--- src/rtl/div_unit_if.sv ---
// Handshake and operand bus between the EX stage (master) and the multi-cycle divider (slave).
interface div_unit_if #(
  parameter int DATA_W = 32
);
  logic                  signed_div_i;
  logic [DATA_W-1:0]     opdata1_i;
  logic [DATA_W-1:0]     opdata2_i;
  logic                  start_i;
  logic                  annul_i;
  logic [2*DATA_W-1:0]   result_o;
  logic                  ready_o;

  modport master (
    output signed_div_i, opdata1_i, opdata2_i, start_i, annul_i,
    input  result_o, ready_o
  );

  modport slave (
    input  signed_div_i, opdata1_i, opdata2_i, start_i, annul_i,
    output result_o, ready_o
  );
endinterface

--- src/rtl/div_unit.sv ---
// Restoring shift-subtract divider, one quotient bit per clock; signed operands are divided
// as magnitudes and the signs are reapplied when the result is finalised.
module div_unit #(
  parameter int DATA_W = 32,
  parameter int CNT_W  = 6
) (
  input  logic         clk,
  input  logic         rst,
  div_unit_if.slave    bus
);

  typedef enum logic [1:0] {
    FREE   = 2'd0,
    BYZERO = 2'd1,
    ON     = 2'd2,
    END    = 2'd3
  } state_e;

  state_e                state_q, state_d;
  logic [CNT_W-1:0]      cnt_q, cnt_d;
  logic [DATA_W-1:0]     dvd_q, dvd_d;
  logic [DATA_W-1:0]     dvs_q, dvs_d;
  logic [DATA_W-1:0]     rem_q, rem_d;
  logic                  sign1_q, sign1_d;
  logic                  sign2_q, sign2_d;
  logic [2*DATA_W-1:0]   result_q, result_d;
  logic                  ready_q, ready_d;
  logic [DATA_W:0]       rem_shift_s;
  logic [DATA_W:0]       diff_s;
  logic [DATA_W-1:0]     quo_fin_s;
  logic [DATA_W-1:0]     rem_fin_s;

  function automatic logic [DATA_W-1:0] negate(input logic [DATA_W-1:0] v);
    return ~v + {{(DATA_W-1){1'b0}}, 1'b1};
  endfunction

  // State register and datapath flops.
  always_ff @(posedge clk or negedge rst) begin
    if (!rst) begin
      state_q  <= FREE;
      cnt_q    <= '0;
      dvd_q    <= '0;
      dvs_q    <= '0;
      rem_q    <= '0;
      sign1_q  <= 1'b0;
      sign2_q  <= 1'b0;
      result_q <= '0;
      ready_q  <= 1'b0;
    end else begin
      state_q  <= state_d;
      cnt_q    <= cnt_d;
      dvd_q    <= dvd_d;
      dvs_q    <= dvs_d;
      rem_q    <= rem_d;
      sign1_q  <= sign1_d;
      sign2_q  <= sign2_d;
      result_q <= result_d;
      ready_q  <= ready_d;
    end
  end

  // Next-state, iteration step and result finalisation.
  always_comb begin
    state_d     = state_q;
    cnt_d       = cnt_q;
    dvd_d       = dvd_q;
    dvs_d       = dvs_q;
    rem_d       = rem_q;
    sign1_d     = sign1_q;
    sign2_d     = sign2_q;
    result_d    = result_q;
    ready_d     = ready_q;
    // The dividend register shifts out its MSB each step and collects quotient bits at the LSB.
    rem_shift_s = {rem_q, dvd_q[DATA_W-1]};
    diff_s      = rem_shift_s - {1'b0, dvs_q};
    quo_fin_s   = (sign1_q ^ sign2_q) ? negate(dvd_q) : dvd_q;
    rem_fin_s   = sign1_q ? negate(rem_q) : rem_q;

    case (state_q)
      FREE: begin
        result_d = '0;
        ready_d  = 1'b0;
        if (bus.start_i && !bus.annul_i) begin
          sign1_d = bus.signed_div_i & bus.opdata1_i[DATA_W-1];
          sign2_d = bus.signed_div_i & bus.opdata2_i[DATA_W-1];
          dvd_d   = (bus.signed_div_i && bus.opdata1_i[DATA_W-1]) ? negate(bus.opdata1_i) : bus.opdata1_i;
          dvs_d   = (bus.signed_div_i && bus.opdata2_i[DATA_W-1]) ? negate(bus.opdata2_i) : bus.opdata2_i;
          rem_d   = '0;
          cnt_d   = '0;
          if (bus.opdata2_i == '0) begin
            state_d = BYZERO;
          end else begin
            state_d = ON;
          end
        end else begin
          state_d = FREE;
        end
      end
      BYZERO: begin
        result_d = '0;
        if (bus.annul_i) begin
          state_d = FREE;
          ready_d = 1'b0;
        end else begin
          state_d = END;
          ready_d = 1'b1;
        end
      end
      ON: begin
        if (bus.annul_i) begin
          state_d  = FREE;
          result_d = '0;
          ready_d  = 1'b0;
        end else if (cnt_q != CNT_W'(DATA_W)) begin
          cnt_d = cnt_q + {{(CNT_W-1){1'b0}}, 1'b1};
          if (!diff_s[DATA_W]) begin
            rem_d = diff_s[DATA_W-1:0];
            dvd_d = {dvd_q[DATA_W-2:0], 1'b1};
          end else begin
            rem_d = rem_shift_s[DATA_W-1:0];
            dvd_d = {dvd_q[DATA_W-2:0], 1'b0};
          end
        end else begin
          state_d  = END;
          result_d = {rem_fin_s, quo_fin_s};
          ready_d  = 1'b1;
        end
      end
      END: begin
        if (bus.start_i) begin
          state_d = END;
        end else begin
          state_d  = FREE;
          result_d = '0;
          ready_d  = 1'b0;
        end
      end
      default: begin
        state_d  = FREE;
        result_d = '0;
        ready_d  = 1'b0;
      end
    endcase
  end

  assign bus.result_o = result_q;
  assign bus.ready_o  = ready_q;

endmodule
--- src/flat_wrapper.sv ---
// flat-port wrapper written by rule: the top's interface ports become plain ports
module div_unit_flat 
#(
  parameter int DATA_W = 32,
  parameter int CNT_W  = 6
)
  (clk, rst, bus_signed_div_i, bus_opdata1_i, bus_opdata2_i, bus_start_i, bus_annul_i, bus_result_o, bus_ready_o);
  div_unit_if #(.DATA_W(DATA_W)) bus_i ();
  input  logic clk;
  input  logic rst;
  input wire logic [$bits(bus_i.signed_div_i)-1:0] bus_signed_div_i;
  input wire logic [$bits(bus_i.opdata1_i)-1:0] bus_opdata1_i;
  input wire logic [$bits(bus_i.opdata2_i)-1:0] bus_opdata2_i;
  input wire logic [$bits(bus_i.start_i)-1:0] bus_start_i;
  input wire logic [$bits(bus_i.annul_i)-1:0] bus_annul_i;
  output wire logic [$bits(bus_i.result_o)-1:0] bus_result_o;
  output wire logic [$bits(bus_i.ready_o)-1:0] bus_ready_o;
  assign bus_i.signed_div_i = bus_signed_div_i;
  assign bus_i.opdata1_i = bus_opdata1_i;
  assign bus_i.opdata2_i = bus_opdata2_i;
  assign bus_i.start_i = bus_start_i;
  assign bus_i.annul_i = bus_annul_i;
  assign bus_result_o = bus_i.result_o;
  assign bus_ready_o = bus_i.ready_o;
  div_unit #(.DATA_W(DATA_W), .CNT_W(CNT_W)) u_core (.clk(clk), .rst(rst), .bus(bus_i));
endmodule
--- config.mk ---
export PLATFORM = sky130hd
export DESIGN_NAME = div_unit_flat
export DESIGN_NICKNAME = d
export VERILOG_FILES = /design/src/rtl/div_unit_if.sv /design/src/rtl/div_unit.sv /design/src/flat_wrapper.sv
export SDC_FILE = /design/constraint.sdc
export NUM_CORES = 1
export LEC_CHECK = 0
export BUFFER_PORTS_ARGS = -buffer_cell sky130_fd_sc_hd__buf_4
export CAP_MARGIN = 40
export CELL_PAD_IN_SITES_DETAIL_PLACEMENT = 1
export CELL_PAD_IN_SITES_GLOBAL_PLACEMENT = 1
export CORE_MARGIN = 2
export CORE_UTILIZATION = 30
export DETAILED_ROUTE_END_ITERATION = 6
export GPL_ROUTABILITY_DRIVEN = 0
export PLACE_DENSITY_LB_ADDON = 0.1
export SYNTH_ARGS = -nofsm -noshare
export SYNTH_HDL_FRONTEND = slang
export SYNTH_SLANG_ARGS = --single-unit
--- constraint.sdc ---
create_clock -name clk -period 4.4 [get_ports clk]
set_clock_uncertainty 0.05 [all_clocks]
set_input_delay 1.1 -clock clk [delete_from_list [all_inputs] [get_ports clk]]
set_output_delay 1.1 -clock clk [all_outputs]
set_load 0.01 [all_outputs]
==> results of run 1 <==
==> where the power goes <==
group	internal [W]	total, W	switching, W
sequential	0.00205	0.00266	0.000611
combinational	0.00197	0.00485	0.00287
clock	0.000868	0.00159	0.000723
==> metal layers <==
| layer | global-route usage (%) | up-vias |
|---|---|---|
| met5 | 0 | - |
| met3 | 2.390 | 21 |
| met1 | 30.71 | 4680 |
| met2 | 24.79 | 131 |
| met4 | 3.592 | 0 |
| li1 | - | 4989 |
==> critical path: cells and delay by family <==
family	cells	cell delay [ps]
AND/OR/NAND/NOR	5	1910
AO/OA/AOI/OAI	3	560
XOR/XNOR	1	180
buffers and inverters	1	120
==> synthesized netlist by cell type, drive strengths merged, types with 7 or more instances <==
cell	count	share of area [%]
dfrtp	171	38
o21ai	181	8.1
a31oi	12	0.67
mux2i	19	1.7
nor4	8	0.45
nor3	21	0.93
clkbuf	75	2.5
or3	13	0.72
o41ai	11	0.92
nand3	41	1.8
nand2	210	7.0
nor2	98	3.3
or2	11	0.61
a21o	12	0.80
ha	42	4.7
o211ai	7	0.47
xor2	90	7.0
nand2b	11	0.75
or4	10	0.77
o311ai	13	1.0
and3	7	0.39
o31ai	38	2.6
inv	56	1.9
xnor2	60	4.7
nor2b	8	0.45
nand4	10	0.56
a21oi	95	4.2
==> state kept, by name (all words and copies together) (netlist names) <==
name	count
u_core.bus.result_o	64
u_core.dvd_q	32
u_core.dvs_q	32
u_core.rem_q	32
u_core.cnt_q	6
u_core.state_q	2
u_core.bus.ready_o	1
u_core.sign1_q	1
u_core.sign2_q	1
==> metrics by stage <==
stage               instances  total power, W  cell area (µm²)  hold WS (ps)
finish                   1949        0.009095            13410         428.4
global route             1949        0.009909            13410         457.2
CTS                      1949        0.009177            13410         438.2
detailed placement       1917        0.007561            12800         420.1
global placement         1915        0.007441            12770         412.2
floorplan                1371        0.005952            11250         399.8
==> layout by cell type (no fill, tap or decap), types with 7 or more instances in the layout <==
cell type,netlist,routed
sky130_fd_sc_hd__or3_1,13,13
sky130_fd_sc_hd__dfrtp_1,171,171
sky130_fd_sc_hd__or2_2,8,8
sky130_fd_sc_hd__nor4_1,8,8
sky130_fd_sc_hd__o211ai_1,7,7
sky130_fd_sc_hd__nor2b_1,8,8
sky130_fd_sc_hd__inv_1,56,56
sky130_fd_sc_hd__a21oi_1,95,94
sky130_fd_sc_hd__clkbuf_16,0,17
sky130_fd_sc_hd__o21ai_1,14,14
sky130_fd_sc_hd__o311ai_0,13,13
sky130_fd_sc_hd__xor2_1,90,89
sky130_fd_sc_hd__nor3_1,21,21
sky130_fd_sc_hd__nand2b_1,9,9
sky130_fd_sc_hd__a31oi_1,12,12
sky130_fd_sc_hd__nor2_1,98,97
sky130_fd_sc_hd__o41ai_1,10,10
sky130_fd_sc_hd__nand2_1,210,208
sky130_fd_sc_hd__o31ai_1,36,36
sky130_fd_sc_hd__a21o_1,12,12
sky130_fd_sc_hd__or4_1,7,7
sky130_fd_sc_hd__o21ai_0,166,166
sky130_fd_sc_hd__mux2i_1,19,19
sky130_fd_sc_hd__nand3_1,41,40
sky130_fd_sc_hd__ha_1,42,41
sky130_fd_sc_hd__buf_4,0,149
sky130_fd_sc_hd__xnor2_1,60,60
sky130_fd_sc_hd__and3_1,7,7
sky130_fd_sc_hd__nand4_1,10,10
==> kinds of logic (layout without fill, tap and decap cells) <==
group	count (synthesis)	after routing	share of synthesized area, %
buf+inv	132	242	4.417
fa+ha+maj	43	43	4.851
mux	20	20	1.791
compound gates	399	399	20.97
flops	171	171	38.05
xor+xnor	150	150	11.68
simple gates	456	456	18.24
==> final cells by class <==
type	count	area, µm²	area share (%)
Clock inverter	13	157.7	1.176
Tap cell	468	585.6	4.368
Multi-Input combinational cell	1068	6513	48.58
Timing Repair Buffer	154	1217	9.082
Sequential cell	171	4279	31.92
Clock buffer	19	442.9	3.304
Inverter	56	210.2	1.568
==> path summary, 6_finish.rpt <==
path	slack, ps	from	endpoint
setup / recovery	800	bus_opdata1_i[12]	u_core.dvd_q[23]$_DFFE_PN0P_
hold / removal	430	u_core.bus.result_o[46]$_DFFE_PN0P_	u_core.bus.result_o[46]$_DFFE_PN0P_
setup reg to reg	880	u_core.rem_q[5]$_DFFE_PN0P_	u_core.rem_q[29]$_DFFE_PN0P_
hold reg to reg	430	u_core.bus.result_o[46]$_DFFE_PN0P_	u_core.bus.result_o[46]$_DFFE_PN0P_
max in group asynchronous	2920	rst	u_core.rem_q[28]$_DFFE_PN0P_
min in group asynchronous	510	rst	u_core.bus.result_o[13]$_DFFE_PN0P_
==> qor.tcl, run 1 <==
set qor(postRouteWirelength_um) 35150
set qor(drive_gt1_share_pct) 14.25
set qor(die_h_um) 197.6
set qor(via_count) 9821
set qor(later_pin_clock_latency_in_the_skew_report_ps) 450
set qor(post_synth_instance_area_um2) 11250
set qor(synthArstFlopShare_pct) 100.0
set qor(area_growth_syn_to_layout_pct) 19.20
set qor(fp.coreArea_um2) 36790
set qor(routed-wl-met3_um) 934
set qor(drcViolationCount) 0
set qor(drt-met1-wl_um) 20640
set qor(ys_seq_area_share_pct) 38.05
set qor(wl_per_cell_um) 18.03
set qor(worst_pin_slew_ps) 895.7
set qor(dp_hpwl_um) 27530
set qor(fmax_mhz) 277.6
set qor(floorplan.initialDensity_pct) 30.57
set qor(antenna_found_initial) 0
set qor(synth_seq_cells) 171
set qor(root_buffer) {sky130_fd_sc_hd__clkbuf_16}
set qor(fin_nets) 1580
set qor(routed.top_layer) {met4}
set qor(post-place-ws_ps) 310.0
set qor(drtIter0Drc) 411
set qor(cts.hold.buffers_added) 0
set qor(peakVddDrop_mv) 0.2863
set qor(power_per_cell_area_nw_per_um2) 678.4
set qor(synth-edff-count) 0
set qor(fillers) 4381
set qor(floorplan.rows) 70
set qor(ys.warnings.count) 0
set qor(worst-endpoint-arrival_ps) 3870
set qor(post-route-min-period_ps) 3603
set qor(total_negative_setup_slack_ps) 0
set qor(grt_setup_unrepaired) {no}
set qor(yosys_most_used_dff) {sky130_fd_sc_hd__dfrtp_1}
set qor(cts.repair.resized) 0
set qor(numCtsBuffers) 17
set qor(layout_setup_ws_ps) 797.2
set qor(worst_setup_hold_path_clk_slew_ps) 70
set qor(reg2regPathDepth) 11
set qor(overflow) 0
set qor(critPathSlowestCell) {sky130_fd_sc_hd__or4_1}
set qor(via_per_inst) 5.039
set qor(grt_pass1_wl_um) 56940
set qor(cts_setup_buffers) 0
set qor(syn-num-nets) 1483
set qor(hold_violations) 0
set qor(cpPeakStageDelay_ps) 640
set qor(hold_path_stages) 2
set qor(timing.critical_path.mode_cell) {sky130_fd_sc_hd__or4_1}
set qor(number_of_primary_i_o_pins) 134
set qor(final_antenna_net_count) 0
set qor(outcome) {finished, final reports clean}
set qor(setup.worst_path.class) {input pin to flip-flop}
set qor(timing.final.crit_share_pct) 81.88
set qor(met2WireLength_um) 13240
set qor(hold_wc_path_type) {flip-flop to flip-flop}
set qor(post_synth_num_cell_types) 54
set qor(synth.avg_cell_area_um2) 8.203
set qor(critical_path.max_fanout) 6
set qor(all_layer_gr_usage_pct) 18.51
set qor(final_core_utilization_pct) 36.44
set qor(drt-pass1-iter-count) 4
set qor(maxSlewHeadroom_pct) 39.74
set qor(cap_viol_max_count) 0
set qor(crit_path_end_kind) {flip-flop}
set qor(clock-sinks) 171
set qor(cts_tree) {built}
set qor(numPortBuffers) 133
set qor(die_x_um) 197.6
set qor(power.leakage_nw) 6.001
set qor(cp-start-kind) {input pin}
set qor(vias_in_the_first_global_route) 9876
set qor(data_required_time_of_the_worst_path_ps) 4670
set qor(clock_path_buffers) 2
set qor(grt_start_max_net_pins) 67
set qor(design.die.area_um2) 39050
set qor(crit_chain) {buf_4 -> nor3_1 -> nand3b_1 -> or4_1 -> or4_1 -> o41ai_1 -> xor2_1 -> nor2_1 -> a21oi_1 -> o21ai_0}
set qor(synth_cells) 1371
set qor(number_of_levels_in_the_clock_h_tree) 4
set qor(setup_viol_count_final) 0
set qor(maxSlewViolCount) 0
set qor(antenna_cells_inserted) 0
Power figures use the tool's default switching activity.
==> inputs of run 2 (changes only) <==
Clock period 4.4 ns to 3.3 ns, I/O delays scaled along.
==> qor.tcl, run 2 (same netlist as run 1, synthesis figures left out) <==
set qor(outcome) {finished, final reports clean}
set qor(hold_violations) 0
set qor(clock_path_buffers) 2
set qor(drt-pass1-iter-count) 4
set qor(worst_hold_margin_ps) 282.8
set qor(cts.hold.buffers_added) 0
set qor(layout_common_cells) {228 x sky130_fd_sc_hd__buf_4, 208 x sky130_fd_sc_hd__nand2_1, 170 x sky130_fd_sc_hd__dfrtp_1, 164 x sky130_fd_sc_hd__o21ai_0, 97 x sky130_fd_sc_hd__nor2_1}
set qor(number_of_primary_i_o_pins) 134
set qor(cp-start-kind) {flip-flop}
set qor(wl_per_cell_um) 17.99
set qor(total_negative_setup_slack_ps) 0
set qor(post_dp_cell_area_um2) 13450
set qor(all_layer_gr_usage_pct) 18.99
set qor(power.leakage_nw) 6.491
set qor(maxSlewHeadroom_pct) 49.68
set qor(power_per_cell_area_nw_per_um2) 911.7
set qor(fmax_mhz) 313.2
set qor(die_x_um) 197.6
set qor(crit_path_end_kind) {flip-flop}
set qor(floorplan.rows) 70
set qor(cellInternalPower_w) 0.007045
set qor(design.die.area_um2) 39050
set qor(numCtsBuffers) 17
set qor(drive_gt1_share_pct) 19.89
set qor(clock-sinks) 171
set qor(hold_wc_path_type) {input pin to async pin}
set qor(post-route-min-period_ps) 3193
set qor(later_pin_clock_latency_in_the_skew_report_ps) 460
set qor(die_h_um) 197.6
set qor(area_growth_syn_to_layout_pct) 26.45
set qor(place.detailed.instances) 1999
set qor(power.clock.fraction_pct) 15.9
set qor(post-place-ws_ps) -201.5
set qor(layout_commonest_cell) {sky130_fd_sc_hd__buf_4}
set qor(via_per_inst) 5.043
set qor(dp_hpwl_um) 28510
set qor(worst_setup_hold_path_clk_slew_ps) 80
set qor(antenna_cells_inserted) 0
set qor(critical_path.max_fanout) 3
set qor(layout_setup_ws_ps) 107.4
set qor(drtIter0Drc) 491
set qor(largest_register_ff_count) 64
set qor(data_required_time_of_the_worst_path_ps) 3580
set qor(postRouteWirelength_um) 36640
set qor(maxSlewViolCount) 0
set qor(setup_viol_count_final) 0
set qor(via_count) 10270
set qor(reg2regPathDepth) 12
set qor(switching_power_share_of_the_total_pct) 45.66
set qor(r2r_slack_ps) 110
set qor(setup.worst_path.class) {flip-flop to flip-flop}
set qor(drcViolationCount) 0
set qor(final_antenna_net_count) 0
set qor(worst-endpoint-arrival_ps) 3470
set qor(vias_in_the_first_global_route) 10170
set qor(power.sequential.fraction_pct) 26.5
set qor(stdcell_count) 2037
set qor(worst_pin_slew_ps) 754.8
set qor(p_switching_w) 0.005919
set qor(grt_pass1_wl_um) 58100
set qor(timing.final.crit_share_pct) 96.75
set qor(layout.cell_area.non_filler_um2) 14220
set qor(floorplan.initialDensity_pct) 30.57
set qor(antenna_found_initial) 0
set qor(fin_nets) 1668
set qor(power_share_of_the_combinational_group_pct) 57.6
set qor(overflow) 0
set qor(cap_viol_max_count) 0
set qor(grt_start_max_net_pins) 71
set qor(numPortBuffers) 133
set qor(number_of_levels_in_the_clock_h_tree) 4
set qor(cts_tree) {built}
set qor(fp.coreArea_um2) 36790
set qor(root_buffer) {sky130_fd_sc_hd__clkbuf_16}
set qor(peakVddDrop_mv) 0.4002
## run 2: cell types whose count changed in the layout (fill, tap and decap cells not counted), moves of 3 or more
cell                        change
sky130_fd_sc_hd__buf_12         +4
sky130_fd_sc_hd__o311ai_0       -6
sky130_fd_sc_hd__clkbuf_16      +3
sky130_fd_sc_hd__buf_4         +79
sky130_fd_sc_hd__o311ai_1       +6
## run 2: area by class of cell
class / instances / area, µm²
timing repair buffer: 242 / 1971
multi-input combinational: 1068 / 6589
sequential: 171 / 4280
clock buffer: 18 / 429.2
clock inverter: 14 / 155.1
tap: 468 / 585.6
fill: 4400 / 22570
inverter: 56 / 210.2
## run 2: final timing paths
kind,startpoint,to
max,u_core.rem_q[0]$_DFFE_PN0P_,u_core.rem_q[27]$_DFFE_PN0P_
min in group clk,u_core.dvs_q[31]$_DFFE_PN0P_,u_core.dvs_q[31]$_DFFE_PN0P_
min,rst,u_core.bus.result_o[17]$_DFFE_PN0P_
max reg2reg,u_core.rem_q[0]$_DFFE_PN0P_,u_core.rem_q[27]$_DFFE_PN0P_
max in group asynchronous,rst,u_core.bus.result_o[54]$_DFFE_PN0P_
min reg2reg,u_core.dvs_q[31]$_DFFE_PN0P_,u_core.dvs_q[31]$_DFFE_PN0P_
## run 2: power by group through the flow
stage / Combinational (W) / Clock (W) / Sequential, W
after floorplan: 0.00465 / 0 / 0.00328
after global placement: 0.00697 / 0 / 0.00344
after detailed placement: 0.00712 / 0 / 0.00347
after CTS: 0.00714 / 0.00213 / 0.00343
after global routing: 0.00835 / 0.00222 / 0.00353
final: 0.00747 / 0.00206 / 0.00344
## run 2: per-layer routing
layer	track usage, %	up-vias	wire (µm)
li1	-	5152	-
met1	31.27	4974	21030
met2	25.63	133	14190
met3	2.732	13	1218
met4	3.509	0	202
met5	0	-	0
## run 2: through the flow
step | total power [W] | util [%]
2_1_floorplan | 0.007937 | -
3_3_place_gp | 0.01041 | 36.51
3_5_place_dp | 0.01059 | 36.56
4_1_cts | 0.01270 | 38.15
5_1_grt | 0.01410 | 38.66
6_report | 0.01296 | 38.66
## run 2: worst max-delay path: stages (launching register included)
cell,delay [ps]
sky130_fd_sc_hd__dfrtp_1,400
sky130_fd_sc_hd__buf_4,150
sky130_fd_sc_hd__ha_1,270
sky130_fd_sc_hd__nor2b_1,150
sky130_fd_sc_hd__o31a_1,280
sky130_fd_sc_hd__o31ai_1,360
sky130_fd_sc_hd__o21ai_0,240
sky130_fd_sc_hd__a21boi_0,230
sky130_fd_sc_hd__buf_4,150
sky130_fd_sc_hd__o31a_1,270
sky130_fd_sc_hd__o21bai_1,110
sky130_fd_sc_hd__xnor2_1,260
sky130_fd_sc_hd__o211ai_1,120
## run 2: repair_timing
| action | CTS | global route |
|---|---|---|
| gates resized for setup | 0 | 25 |
| buffers inserted | 0 | 3 |
| setup endpoints to repair | 0 | 38 |
